File: config.mk
export PLATFORM = sky130hd
export DESIGN_NAME = uart_cfg_regfile
export DESIGN_NICKNAME = d
export VERILOG_FILES = /design/src/rtl/uart_cfg_pkg.sv /design/src/rtl/uart_cfg_regfile.sv
export SDC_FILE = /design/constraint.sdc
export NUM_CORES = 1
export LEC_CHECK = 0
export CAP_MARGIN = 30
export CORE_MARGIN = 4
export CORE_UTILIZATION = 52
export CTS_CLUSTER_SIZE = 16
export DETAILED_ROUTE_END_ITERATION = 10
export GPL_ROUTABILITY_DRIVEN = 0
export PLACE_DENSITY = 0.95
export SETUP_SLACK_MARGIN = 0.15
export SLEW_MARGIN = 10
export SYNTH_ARGS = -nofsm -noshare
export SYNTH_HDL_FRONTEND = slang
export SYNTH_SLANG_ARGS = --single-unit
File: constraint.sdc
create_clock -name clk_16bd -period 5.4 [get_ports clk_16bd]
set_input_delay 0.81 -clock clk_16bd [delete_from_list [all_inputs] [get_ports clk_16bd]]
set_output_delay 0.81 -clock clk_16bd [all_outputs]
set_load 0.02 [all_outputs]
File: src/rtl/uart_cfg_pkg.sv
// ============================================================================
//  Module   : uart_cfg_pkg
//  Purpose  : Shared constants for the UART configuration register file:
//             register offsets, register count, reset values and FSM states.
//  Macro    : UART_REGFILE_LOCK_EN adds the lock register at offset 5.
//  Revision : 1.0 - initial release
// ============================================================================
`default_nettype none

package uart_cfg_pkg;

    // Register offsets relative to BASE_ADDR
    localparam logic [2:0] OFF_PARITY      = 3'd0;
    localparam logic [2:0] OFF_PARITY_TYPE = 3'd1;
    localparam logic [2:0] OFF_STOP_BITS   = 3'd2;
    localparam logic [2:0] OFF_FRAME_LEN   = 3'd3;
    localparam logic [2:0] OFF_BAUD_SEL    = 3'd4;
    localparam logic [2:0] OFF_LOCK        = 3'd5;

`ifdef UART_REGFILE_LOCK_EN
    localparam int NUM_REGS = 6;
`else
    localparam int NUM_REGS = 5;
`endif

    // Reset values
    localparam logic       RST_PARITY      = 1'b1;
    localparam logic       RST_PARITY_TYPE = 1'b0;
    localparam logic       RST_STOP_BITS   = 1'b0;
    localparam logic [3:0] RST_FRAME_LEN   = 4'd8;
    localparam logic [3:0] RST_BAUD_SEL    = 4'd0;
    localparam logic       RST_LOCK        = 1'b0;

    // Transaction FSM
    typedef enum logic [1:0] {
        ST_IDLE = 2'd0,
        ST_RESP = 2'd1,
        ST_HOLD = 2'd2
    } state_e;

endpackage

`default_nettype wire

File: src/rtl/uart_cfg_regfile.sv
// ============================================================================
//  Module   : uart_cfg_regfile
//  Purpose  : UART frame-format / baud-select configuration register file with
//             a one-cycle ack per command, error flag and range checking.
//  Ports    : clk_16bd, rst            - clock, synchronous active-high reset
//             valid_i/wr_i/address_i/data_i - command request (level, held)
//             ack_o/err_o/rdata_o/rdata_valid_o - one-cycle response
//             parity_o, parity_type_o, stop_bits_o, frame_length_o,
//             baud_sel_o                - configuration fields
//             cfg_changed_o             - pulse after any field value change
//  Macro    : UART_REGFILE_LOCK_EN - lock register at offset 5 blocks writes
//             to offsets 0-4 while set.
//  Revision : 1.0 - initial release
// ============================================================================
`default_nettype none

module uart_cfg_regfile
    import uart_cfg_pkg::*;
#(
    parameter int                DATA_W    = 4,
    parameter int                ADDR_W    = 4,
    parameter logic [ADDR_W-1:0] BASE_ADDR = 'h9,
    parameter int                FL_MIN    = 5,
    parameter int                FL_MAX    = 9
) (
    input  logic              clk_16bd,
    input  logic              rst,
    input  logic              valid_i,
    input  logic              wr_i,
    input  logic [ADDR_W-1:0] address_i,
    input  logic [DATA_W-1:0] data_i,
    output logic              ack_o,
    output logic              err_o,
    output logic [DATA_W-1:0] rdata_o,
    output logic              rdata_valid_o,
    output logic              parity_o,
    output logic              parity_type_o,
    output logic              stop_bits_o,
    output logic [3:0]        frame_length_o,
    output logic [3:0]        baud_sel_o,
    output logic              cfg_changed_o
);

    state_e            state_q, state_d;
    logic              parity_q, parity_d;
    logic              ptype_q, ptype_d;
    logic              stop_q, stop_d;
    logic [3:0]        flen_q, flen_d;
    logic [3:0]        baud_q, baud_d;
    logic              lock_q, lock_d;
    logic              ack_q, ack_d;
    logic              err_q, err_d;
    logic [DATA_W-1:0] rdata_q, rdata_d;
    logic              rvalid_q, rvalid_d;
    logic              chg_q, chg_d;

    // Offset computed one bit wider so addresses below BASE_ADDR show up as
    // negative (MSB set) instead of wrapping onto a valid register.
    logic [ADDR_W:0]   w_off;
    logic              w_mapped;
    logic [2:0]        w_idx;
    logic              w_flen_ok;
    logic              w_locked;
    logic              w_unused;

    assign w_off     = {1'b0, address_i} - {1'b0, BASE_ADDR};
    assign w_mapped  = ~w_off[ADDR_W] && (w_off < (ADDR_W+1)'(NUM_REGS));
    assign w_idx     = w_off[2:0];
    assign w_flen_ok = (data_i[3:0] >= 4'(FL_MIN)) && (data_i[3:0] <= 4'(FL_MAX));
    // Only the low nibble of the write data is ever stored.
    assign w_unused  = ^data_i;

`ifdef UART_REGFILE_LOCK_EN
    // The lock bit itself stays writable so software can always unlock.
    assign w_locked = lock_q && (w_idx != OFF_LOCK);
`else
    assign w_locked = 1'b0;
`endif

    always_comb begin
        state_d  = state_q;
        parity_d = parity_q;
        ptype_d  = ptype_q;
        stop_d   = stop_q;
        flen_d   = flen_q;
        baud_d   = baud_q;
        lock_d   = lock_q;
        ack_d    = 1'b0;
        err_d    = 1'b0;
        rvalid_d = 1'b0;
        rdata_d  = rdata_q;

        case (state_q)
            ST_IDLE: begin
                if (valid_i) begin
                    state_d = ST_RESP;
                    ack_d   = 1'b1;
                    if (!w_mapped) begin
                        err_d   = 1'b1;
                        rdata_d = '0;
                    end else if (!wr_i) begin
                        rvalid_d = 1'b1;
                        case (w_idx)
                            OFF_PARITY:      rdata_d = DATA_W'(parity_q);
                            OFF_PARITY_TYPE: rdata_d = DATA_W'(ptype_q);
                            OFF_STOP_BITS:   rdata_d = DATA_W'(stop_q);
                            OFF_FRAME_LEN:   rdata_d = DATA_W'(flen_q);
                            OFF_BAUD_SEL:    rdata_d = DATA_W'(baud_q);
                            OFF_LOCK:        rdata_d = DATA_W'(lock_q);
                            default:         rdata_d = '0;
                        endcase
                    end else if (w_locked) begin
                        err_d = 1'b1;
                    end else begin
                        case (w_idx)
                            OFF_PARITY:      parity_d = data_i[0];
                            OFF_PARITY_TYPE: ptype_d  = data_i[0];
                            OFF_STOP_BITS:   stop_d   = data_i[0];
                            OFF_FRAME_LEN: begin
                                if (w_flen_ok) flen_d = data_i[3:0];
                                else           err_d  = 1'b1;
                            end
                            OFF_BAUD_SEL:    baud_d   = data_i[3:0];
                            OFF_LOCK:        lock_d   = data_i[0];
                            default:         err_d    = 1'b1;
                        endcase
                    end
                end
            end
            ST_RESP: state_d = valid_i ? ST_HOLD : ST_IDLE;
            ST_HOLD: if (!valid_i) state_d = ST_IDLE;
            default: state_d = ST_IDLE;
        endcase

        chg_d = {parity_d, ptype_d, stop_d, flen_d, baud_d, lock_d}
             != {parity_q, ptype_q, stop_q, flen_q, baud_q, lock_q};
    end

    always_ff @(posedge clk_16bd) begin
        if (rst) begin
            state_q  <= ST_IDLE;
            parity_q <= RST_PARITY;
            ptype_q  <= RST_PARITY_TYPE;
            stop_q   <= RST_STOP_BITS;
            flen_q   <= RST_FRAME_LEN;
            baud_q   <= RST_BAUD_SEL;
            lock_q   <= RST_LOCK;
            ack_q    <= 1'b0;
            err_q    <= 1'b0;
            rdata_q  <= '0;
            rvalid_q <= 1'b0;
            chg_q    <= 1'b0;
        end else begin
            state_q  <= state_d;
            parity_q <= parity_d;
            ptype_q  <= ptype_d;
            stop_q   <= stop_d;
            flen_q   <= flen_d;
            baud_q   <= baud_d;
            lock_q   <= lock_d;
            ack_q    <= ack_d;
            err_q    <= err_d;
            rdata_q  <= rdata_d;
            rvalid_q <= rvalid_d;
            chg_q    <= chg_d;
        end
    end

    assign ack_o          = ack_q;
    assign err_o          = err_q;
    assign rdata_o        = rdata_q;
    assign rdata_valid_o  = rvalid_q;
    assign parity_o       = parity_q;
    assign parity_type_o  = ptype_q;
    assign stop_bits_o    = stop_q;
    assign frame_length_o = flen_q;
    assign baud_sel_o     = baud_q;
    assign cfg_changed_o  = chg_q;

endmodule

`default_nettype wire

==> results.md <==
* Clk sinks at 22
* Commonest cells post-synth: 22 x dfxtp_1, 11 x nor2_1, 8 x mux2i_1
* Die Width at ~57 µm
* Area Growth Syn to Fin at 28.27%
* Cell taking the most area after synthesis: dfxtp_1
* Slew Viols, Final at 0
* Synthesized area at 1226 µm²
* Post CTS Setup Buffer Count at 0
* CP delay by family, top: buffers and inverters
* Via count at 1096
* Clock root buffer: clkbuf_4
* Grt total ovfl at 0
* Number of enable flip-flop cells after synthesis at 0
* Final core utilization at 0.7042
* Detail Placement HPWL at 2054 µm
* Max VDD drop at between 150 and 200 µV
* Max clock buf depth at 2
* Die H at 56.56 µm
* Slew HR at 0.5550
* FP Rows at 17
* Layout cells sized above 1 at 0.07742
* Final Cycle Share at 0.5415
* Total Routing Usage GR at 0.1890
* H-tree levels at 1
* CP Max Fanout at 11
* Reg-to-reg startpoint: state_q[1]
* Inserted Clock Buffers at 3
* Cell Int Power at 0.2638 mW
* Prevailing post-synth register cell: dfxtp_1
* Buf+Inv Stages, Crit Path at 3
* DIE AREA at 3199 µm²
* Final setup margin at between 2 and 2.5 ns
* Seq/Total Area, Yosys at 0.3592
* Final setup vio count at 0
* Starting Density at 0.5490
* Initial drt markers at 37
* CTS tree: built
* Worst path cell trace: clkdlybuf4s50_1, inv_1, ha_1, ha_1, inv_1, a2111oi_0, nor3_1, nand2_1, o2bb2ai_1
* Syn nets at about 150
* Critical path type: primary input to register
* DRT Pass-1 Iters at 4
* First-pass GRT wire length at ~4900 µm
* Final antenna-violating net count at 0
* Power density cells at 218.7 nW/µm²
* DRC Markers at 0
* Tmin final at 2.924 ns
* Worst Hold Class: register to register
* Critical Path Start Type: primary input
* Switch share at 0.2332
* Most instantiated library cell after synthesis: dfxtp_1
* I/O pin count at 31
* Synth Warn # at 0
* CTS resizes at 0
* CP Data Arrival Time at 3.13 ns
* Crit-path max cell delay at 0.57 ns
* Synthesized instance count at roughly 130
* Unrepaired setup endpoints after global routing: no
* Hold Fails Final Rpt at 0
* Post-synthesis register bit count at 22
* Fmax at 0.3420 GHz
* Final instance area at 1573 µm²
* Area of placed instances at roughly 1500 µm²
* Via density per instance at 5.989
* Setup WS pre-CTS at 2.180 ns
* Distinct cells, synth at 44
* Post-Route Skew at 0.007735 ns
* Required time worst endpoint at approximately 5.6 ns
* Leak at 0.6467 nW
* # hold bufs at CTS at 0
* Average routed wire per standard cell at 15.82 µm
* Switching pwr at between 0.08 and 0.09 mW
* # port buffers at 30
* Power Total at 0.3440 mW
* Net count, final at approximately 170
* Sum Neg Setup Slack at 0 ns
* Largest cells by area after synthesis: dfxtp_1 36%, mux2i_1 6.5%, ha_1 5.1%
* Worst path slowest cell: a2111oi_0
* Critical path startpoint: address_i[0]
* N_diodes at 0
* HP Start: rdata_o[0]
* Vias in the first global route at 1078
* Core Region at approximately 2200 µm²
* Top-area cell type share of the netlist area at 0.3592
* Avg Synthesized Cell Area at 9.505 µm²
* Initial antenna violation count at 0
* Async set-reset flop share out of synthesis at 0
* Clock power share at 0.363
* Flop pwr share at 0.482
* Clock-pin transition on the worst setup and hold timing paths at 0.12 ns
* Max-cap check violation count at 0
* Critical Path Sink Type: register
* Wirelength, routed at between 2000 and 3000 µm
* Status: complete, no violations
* Logic pwr share at 0.155
* Slew @ Worst Pin at 0.6653 ns
* Largest net degree at the start of global routing at 19
* Worst-Skew Late Latency at 0.31 ns
-- stage by stage --
step | hold WS, ns | std cells
after floorplan | 0.5077 | 129
after global placement | 0.4560 | 179
after detailed placement | 0.4683 | 179
after CTS | 0.4853 | 183
after global routing | 0.5101 | 183
final | 0.4853 | 183
-- layout by cell type, fill, tap and decap left out, drive strengths merged, types with 2 or more instances in the layout --
cell type / instances
nor3b: 3
dfxtp: 22
nand3: 3
clkdlybuf4s50: 30
nor2: 11
xor2: 7
a31oi: 2
ha: 5
nand2: 6
inv: 5
nor3: 2
o21ai: 2
xnor2: 5
mux2i: 8
nand2b: 2
a21oi: 7
and3: 2
o2bb2ai: 3
clkbuf: 3
a32oi: 3
nand4b: 2
-- worst register-to-register path, cell delays in order, from the launching register on --
cell and delay [ns]:
dfxtp_1 0.35, or3b_4 0.41, or2_4 0.26, nor3_1 0.17, nand2_1 0.12, o2bb2ai_1 0.16
-- metal layers --
metal	vias up	wire, µm	GRT usage
met2	49	1382	0.3119
met4	0	60	0.09831
met1	512	1267	0.2313
met5	-	0	0
met3	10	185	0.03448
li1	525	-	-
-- power by group through the flow --
stage                     logic (mW)  registers [mW]  clock network (mW)
after global routing          0.0574           0.166               0.133
after global placement        0.0503           0.169                   0
final                         0.0533           0.166               0.125
after floorplan               0.0311           0.171                   0
after detailed placement      0.0516           0.170                   0
after CTS                     0.0527           0.166               0.127
-- flip-flops by register name, indices dropped and copies added (netlist names) --
name,cells
ack_o,1
rdata_valid_o,1
frame_length_o,4
state_q,2
parity_type_o,1
stop_bits_o,1
baud_sel_o,4
rdata_o,4
parity_o,1
cfg_changed_o,1
lock_q,1
err_o,1
-- worst paths after layout --
kind | end | slack [ns] | cells past startpoint
max | rdata_o[2] | 2.48 | 9
min | rdata_o[0] | 0.49 | 2
max reg2reg | rdata_o[2] | 3.86 | 5
min reg2reg | rdata_o[0] | 0.49 | 2
-- cells by family after synthesis --
logic type	Yosys count	share of synthesized area
compound gates	31	0.2082
xor+xnor	12	0.08571
fa+ha+maj	5	0.05102
buf+inv	13	0.04897
flops	22	0.3592
mux	8	0.06531
simple gates	38	0.1816
-- layout make-up --
cell class / count / area, µm²
multi-input combinational: 94 / 725.7
fill: 183 / 660.6
sequential: 22 / 440.4
timing repair buffer: 30 / 300.3
tap: 28 / 35.03
clock inverter: 1 / 30.03
clock buffer: 3 / 22.52
inverter: 5 / 18.77
Note: power is estimated with default switching activity, not from simulation.
